===== src/rtl/mem_port_arbiter.sv =====
// N-port front end sharing one single-ported memory: one-entry request buffer per port,
// fixed-priority or round-robin arbitration, one command outstanding at a time.
module mem_port_arbiter #(
    parameter int unsigned NUM_PORTS  = 2,
    parameter int unsigned ADDR_WIDTH = 32,
    parameter int unsigned DATA_WIDTH = 32,
    parameter int unsigned RR_MODE    = 0
) (
    input  logic                               clk_i,
    input  logic                               rst_i,
    input  logic                               halt_i,
    input  logic [NUM_PORTS-1:0]               req_start_i,
    input  logic [NUM_PORTS-1:0]               req_write_i,
    output logic [NUM_PORTS-1:0]               req_ready_o,
    input  logic [NUM_PORTS*ADDR_WIDTH-1:0]    req_addr_i,
    input  logic [NUM_PORTS*DATA_WIDTH-1:0]    req_wdata_i,
    input  logic [NUM_PORTS*DATA_WIDTH/8-1:0]  req_wmask_i,
    output logic [NUM_PORTS-1:0]               resp_valid_o,
    output logic [DATA_WIDTH-1:0]              resp_rdata_o,
    output logic                               mem_cmd_start_o,
    output logic                               mem_cmd_write_o,
    input  logic                               mem_cmd_ready_i,
    output logic [ADDR_WIDTH-1:0]              mem_addr_o,
    output logic [DATA_WIDTH-1:0]              mem_wdata_o,
    output logic [DATA_WIDTH/8-1:0]            mem_wmask_o,
    input  logic [DATA_WIDTH-1:0]              mem_rdata_i,
    input  logic                               mem_rdata_valid_i
);

    localparam int unsigned MW = DATA_WIDTH / 8;
    localparam int unsigned IW = $clog2(NUM_PORTS);

    typedef enum logic [1:0] {StIdle, StIssue, StWaitRead} state_e;

    state_e                 state_q;
    logic [IW-1:0]          grant_q;
    logic [IW-1:0]          rr_ptr_q;
    logic [NUM_PORTS-1:0]   resp_valid_q;
    logic [DATA_WIDTH-1:0]  resp_rdata_q;

    logic [NUM_PORTS-1:0]   valid_q;
    logic [NUM_PORTS-1:0]   write_q;
    logic [ADDR_WIDTH-1:0]  addr_q  [NUM_PORTS];
    logic [DATA_WIDTH-1:0]  wdata_q [NUM_PORTS];
    logic [MW-1:0]          wmask_q [NUM_PORTS];

    logic [NUM_PORTS-1:0]   slot_clr;
    logic                   win_found;
    logic [IW-1:0]          win_idx;
    int unsigned            rr_idx;

    assign req_ready_o  = ~valid_q;
    assign resp_valid_o = resp_valid_q;
    assign resp_rdata_o = resp_rdata_q;

    // A slot frees when its write is accepted or its read data returns.
    always_comb begin
        slot_clr = '0;
        if ((state_q == StIssue && mem_cmd_ready_i && write_q[grant_q]) ||
            (state_q == StWaitRead && mem_rdata_valid_i)) begin
            slot_clr[grant_q] = 1'b1;
        end
    end

    always_comb begin
        win_found = 1'b0;
        win_idx   = '0;
        rr_idx    = 0;
        for (int k = 1; k <= NUM_PORTS; k++) begin
            if (RR_MODE != 0) begin
                rr_idx = (int'(rr_ptr_q) + k) % NUM_PORTS;
            end else begin
                rr_idx = k - 1;
            end
            if (!win_found && valid_q[IW'(rr_idx)]) begin
                win_found = 1'b1;
                win_idx   = IW'(rr_idx);
            end
        end
    end

    always_ff @(posedge clk_i or posedge rst_i) begin
        if (rst_i) begin
            valid_q <= '0;
            write_q <= '0;
            for (int i = 0; i < NUM_PORTS; i++) begin
                addr_q[i]  <= '0;
                wdata_q[i] <= '0;
                wmask_q[i] <= '0;
            end
        end else begin
            for (int i = 0; i < NUM_PORTS; i++) begin
                if (req_start_i[i] && !valid_q[i]) begin
                    valid_q[i] <= 1'b1;
                    write_q[i] <= req_write_i[i];
                    addr_q[i]  <= req_addr_i[i*ADDR_WIDTH +: ADDR_WIDTH];
                    wdata_q[i] <= req_wdata_i[i*DATA_WIDTH +: DATA_WIDTH];
                    wmask_q[i] <= req_wmask_i[i*MW +: MW];
                end else if (slot_clr[i]) begin
                    valid_q[i] <= 1'b0;
                end
            end
        end
    end

    always_ff @(posedge clk_i or posedge rst_i) begin
        if (rst_i) begin
            state_q      <= StIdle;
            grant_q      <= '0;
            rr_ptr_q     <= IW'(NUM_PORTS - 1);
            resp_valid_q <= '0;
            resp_rdata_q <= '0;
        end else begin
            resp_valid_q <= '0;
            case (state_q)
                StIdle: begin
                    if (!halt_i && win_found) begin
                        grant_q <= win_idx;
                        state_q <= StIssue;
                    end
                end
                StIssue: begin
                    if (mem_cmd_ready_i) begin
                        rr_ptr_q <= grant_q;
                        state_q  <= write_q[grant_q] ? StIdle : StWaitRead;
                    end
                end
                StWaitRead: begin
                    if (mem_rdata_valid_i) begin
                        resp_rdata_q <= mem_rdata_i;
                        resp_valid_q <= NUM_PORTS'(1) << grant_q;
                        state_q      <= StIdle;
                    end
                end
                default: state_q <= StIdle;
            endcase
        end
    end

    always_comb begin
        mem_cmd_start_o = 1'b0;
        mem_cmd_write_o = 1'b0;
        mem_addr_o      = '1;
        mem_wdata_o     = '1;
        mem_wmask_o     = '1;
        if (state_q == StIssue) begin
            mem_cmd_start_o = mem_cmd_ready_i;
            mem_cmd_write_o = write_q[grant_q];
            mem_addr_o      = addr_q[grant_q];
            mem_wdata_o     = wdata_q[grant_q];
            mem_wmask_o     = wmask_q[grant_q];
        end
    end

endmodule


===== config.mk =====
export PLATFORM = sky130hd
export DESIGN_NAME = mem_port_arbiter
export DESIGN_NICKNAME = d
export VERILOG_FILES = /design/src/rtl/mem_port_arbiter.sv
export SDC_FILE = /design/constraint.sdc
export NUM_CORES = 1
export LEC_CHECK = 0
export CAP_MARGIN = 20
export CORE_MARGIN = 10
export CORE_UTILIZATION = 50
export CTS_BUF_LIST = sky130_fd_sc_hd__clkbuf_8
export CTS_CLUSTER_DIAMETER = 80
export DETAILED_ROUTE_END_ITERATION = 12
export GPL_ROUTABILITY_DRIVEN = 0
export MAX_ROUTING_LAYER = met4
export PLACE_DENSITY = 0.87
export SLEW_MARGIN = 30
export SYNTH_ARGS = -nofsm -noshare
export SYNTH_HDL_FRONTEND = slang
export SYNTH_SLANG_ARGS = --single-unit

===== constraint.sdc =====
create_clock -name clk_i -period 15.6 [get_ports clk_i]
set_input_delay 1.56 -clock clk_i [delete_from_list [all_inputs] [get_ports clk_i]]
set_output_delay 1.56 -clock clk_i [all_outputs]
set_load 0.01 [all_outputs]

==> flow_summary.toml <==
[outcome]
status = "completed"

[clock_tree]
clock_path_buffers = 2
ctsResizeCount = 0
clkSinkCount = 177
numCtsBuffers = 17
cts_tree = "yes"
cts_setup_buffers = 0
clock_latency_ns = 0.46
path_clk_slew_ns = 0.09
cts-root-buf = "clkbuf_8"
cts_hold_buf = 0
cts.htree.levels = 4

[grt]
track_usage = 0.220
grt-ovfl-total = 0
grt_pass1_wl_um = 33700
antenna_found_initial = 0
grt_pass1_vias = 6100
grt_start_max_net_pins = 123

[route]
drc_errors = 0
wl_per_cell_um = 21.8
ant_nets = 0
first_iter_violations = 235
num_vias = 5283
drt_wl_total_um = 22200
viasPerCell = 5.19
dr.pass1.iters = 4

[floorplan]
rows = 45
die_x_um = 144
ios = 283
coreArea_um2 = 15200
start_util = 0.509
dieArea_um2 = 20900
die_y_um = 144

[finish]
nets = 993
diodes = 0
area_delta_synth_final_pct = 42.8
drive_above_1_share = 0.252
multi_input_area_um2 = 3090
nFillCells = 980
seqCellArea_um2 = 4430
fin_area_um2 = 11100

[timing]
max_freq_mhz = 221
relSlewSlack = 0.424
slew_viol_final = 0
period_share = 0.289
final.setup.worst_slack_ns = 11.08
skew_ns = 0.0135
tightest_slew_ns = 0.865
fin_crit_ns = 4.52
hold_viol = 0
rsz0062_at_grt = "false"
finalSetupTns_ns = 0
finalSetupViolCount = 0

[power]
swShare = 0.336
clockPowerShare = 0.144
power_mw = 2.21
comb_power_share = 0.479
p_seq_frac = 0.377
internal-power_mw = 1.47
p_leak_nw = 4.83
power_density_nw_per_um2 = 200
power_switching_mw = 0.742
peakVddDrop_mv = 0.173

[logic_synthesis]
yosysUniqueCellTypes = 22
avgSynthCellArea_um2 = 14.2
synth_area_leader_cell = "dfrtp_1"
synth_warnings = 0
synthTopCellsByArea = "dfrtp_1 57%, mux2_2 22%, mux2i_1 8.9%"
ys_ff_latch = 177
synthesis.area_um2 = 7740
yosysSeqAreaShare = 0.572
synth_top_area_frac = 0.572
syn_nets = 722
syn_inst = 545

[critical_path]
worstPathMaxFanout = 47
critPathRequiredTime_ns = 14.04
crit_type = "reg2out"
start_kind = "register"
worstPathArrival_ns = 2.96
end_kind = "primary output"

[job]
cap_violations = 0

[hold_path]
hold_class = "reg2reg"

[placed_design]
pre_cts_slack_ns = 11.28
portBuffers = 282
placed_area_um2 = 10700
hpwlAfterDp_um = 16100
placed cells by master, fill, tap and decap left out, types with 3 or more instances in the layout:
cell,Yosys,final
clkdlybuf4s50_1,0,282
dfrtp_1,177,176
mux2_2,148,148
mux2i_1,69,69
nand2_1,68,68
mux2_4,20,20
clkbuf_8,0,19
inv_1,5,6
nor2_1,4,4
inv_6,0,4
nor2b_4,0,3
a21oi_1,3,3
clkinv_2,0,3
buf_4,4,3
logic make-up (layout without fill, tap and decap cells):
kind of cell,count (synthesis),after routing,synth area share
compound gates,8,8,0.00630
buf+inv,40,324,0.0312
flops,177,177,0.572
mux,239,239,0.346
simple gates,81,81,0.0441
power by group through the flow:
stage | registers (mW) | logic, mW | clock network (mW)
5_1_grt | 0.860 | 1.14 | 0.349
3_3_place_gp | 0.821 | 1.04 | 0
3_5_place_dp | 0.841 | 1.07 | 0
6_report | 0.832 | 1.06 | 0.318
4_1_cts | 0.833 | 1.08 | 0.325
2_1_floorplan | 0.803 | 0.611 | 0
sequential cells by signal (all words and copies together) (netlist names), 2 cells and up:
signal	count
addr_q	64
resp_rdata_o	32
resp_valid_o	2
state_q	2
valid_q	2
wdata_q	64
wmask_q	8
write_q	2
worst max-delay path, stage by stage, from the launching register on:
cell             delay (ns)
dfrtp_4                0.75
buf_4                  0.74
mux2i_1                0.30
nand2_1                0.08
clkdlybuf4s50_1        0.54
worst paths after layout:
| kind | cells past startpoint | slack (ns) | to | startpoint |
|---|---|---|---|---|
| setup / recovery | 4 | 11.08 | mem_addr_o[14] | grant_q |
| hold / removal | 1 | 0.51 | wdata_q[51] | wdata_q[51] |
| setup reg to reg | 3 | 13.72 | valid_q[0] | grant_q |
| hold reg to reg | 1 | 0.51 | wdata_q[51] | wdata_q[51] |
| max in group asynchronous | 3 | 12.64 | addr_q[0] | rst_i |
| min in group asynchronous | 2 | 1.67 | addr_q[34] | rst_i |
per-stage QoR:
stage                     hold WS [ns]  utilization  cells
after global placement           0.479        0.700    985
after global routing             0.523        0.727   1017
after CTS                        0.511        0.727   1017
final                            0.509        0.727   1017
after floorplan                  0.480            -    545
after detailed placement         0.484        0.701    985
cell type report:
cell class                 instances  share of cell area
clock buffer                      19              0.0237
clock inverter                    13              0.0121
inverter                           5             0.00238
multi-input combinational        328               0.280
sequential                       177               0.401
tap                              188              0.0213
timing repair buffer             287               0.260
cells in the mapped netlist (all sizes together):
cell type  instances
nor2               4
a211o              1
o21ai              1
nor3b              1
mux2             170
nor3               1
nand2             68
mux2i             69
buf               35
nand2b             1
dfrtp            177
a21oi              3
nand3b             2
a21o               1
inv                5
a31oi              2
nor2b              4
metal layers:
metal  vias to the layer above  GRT usage  part of all wire
met3                        28     0.0922              0.10
met2                       207      0.356              0.51
met1                      2623      0.239              0.38
met5                         -          -                 0
met4                         0     0.0771             0.018
li1                       2425          -                 -
(Power assumes the default switching activity.)
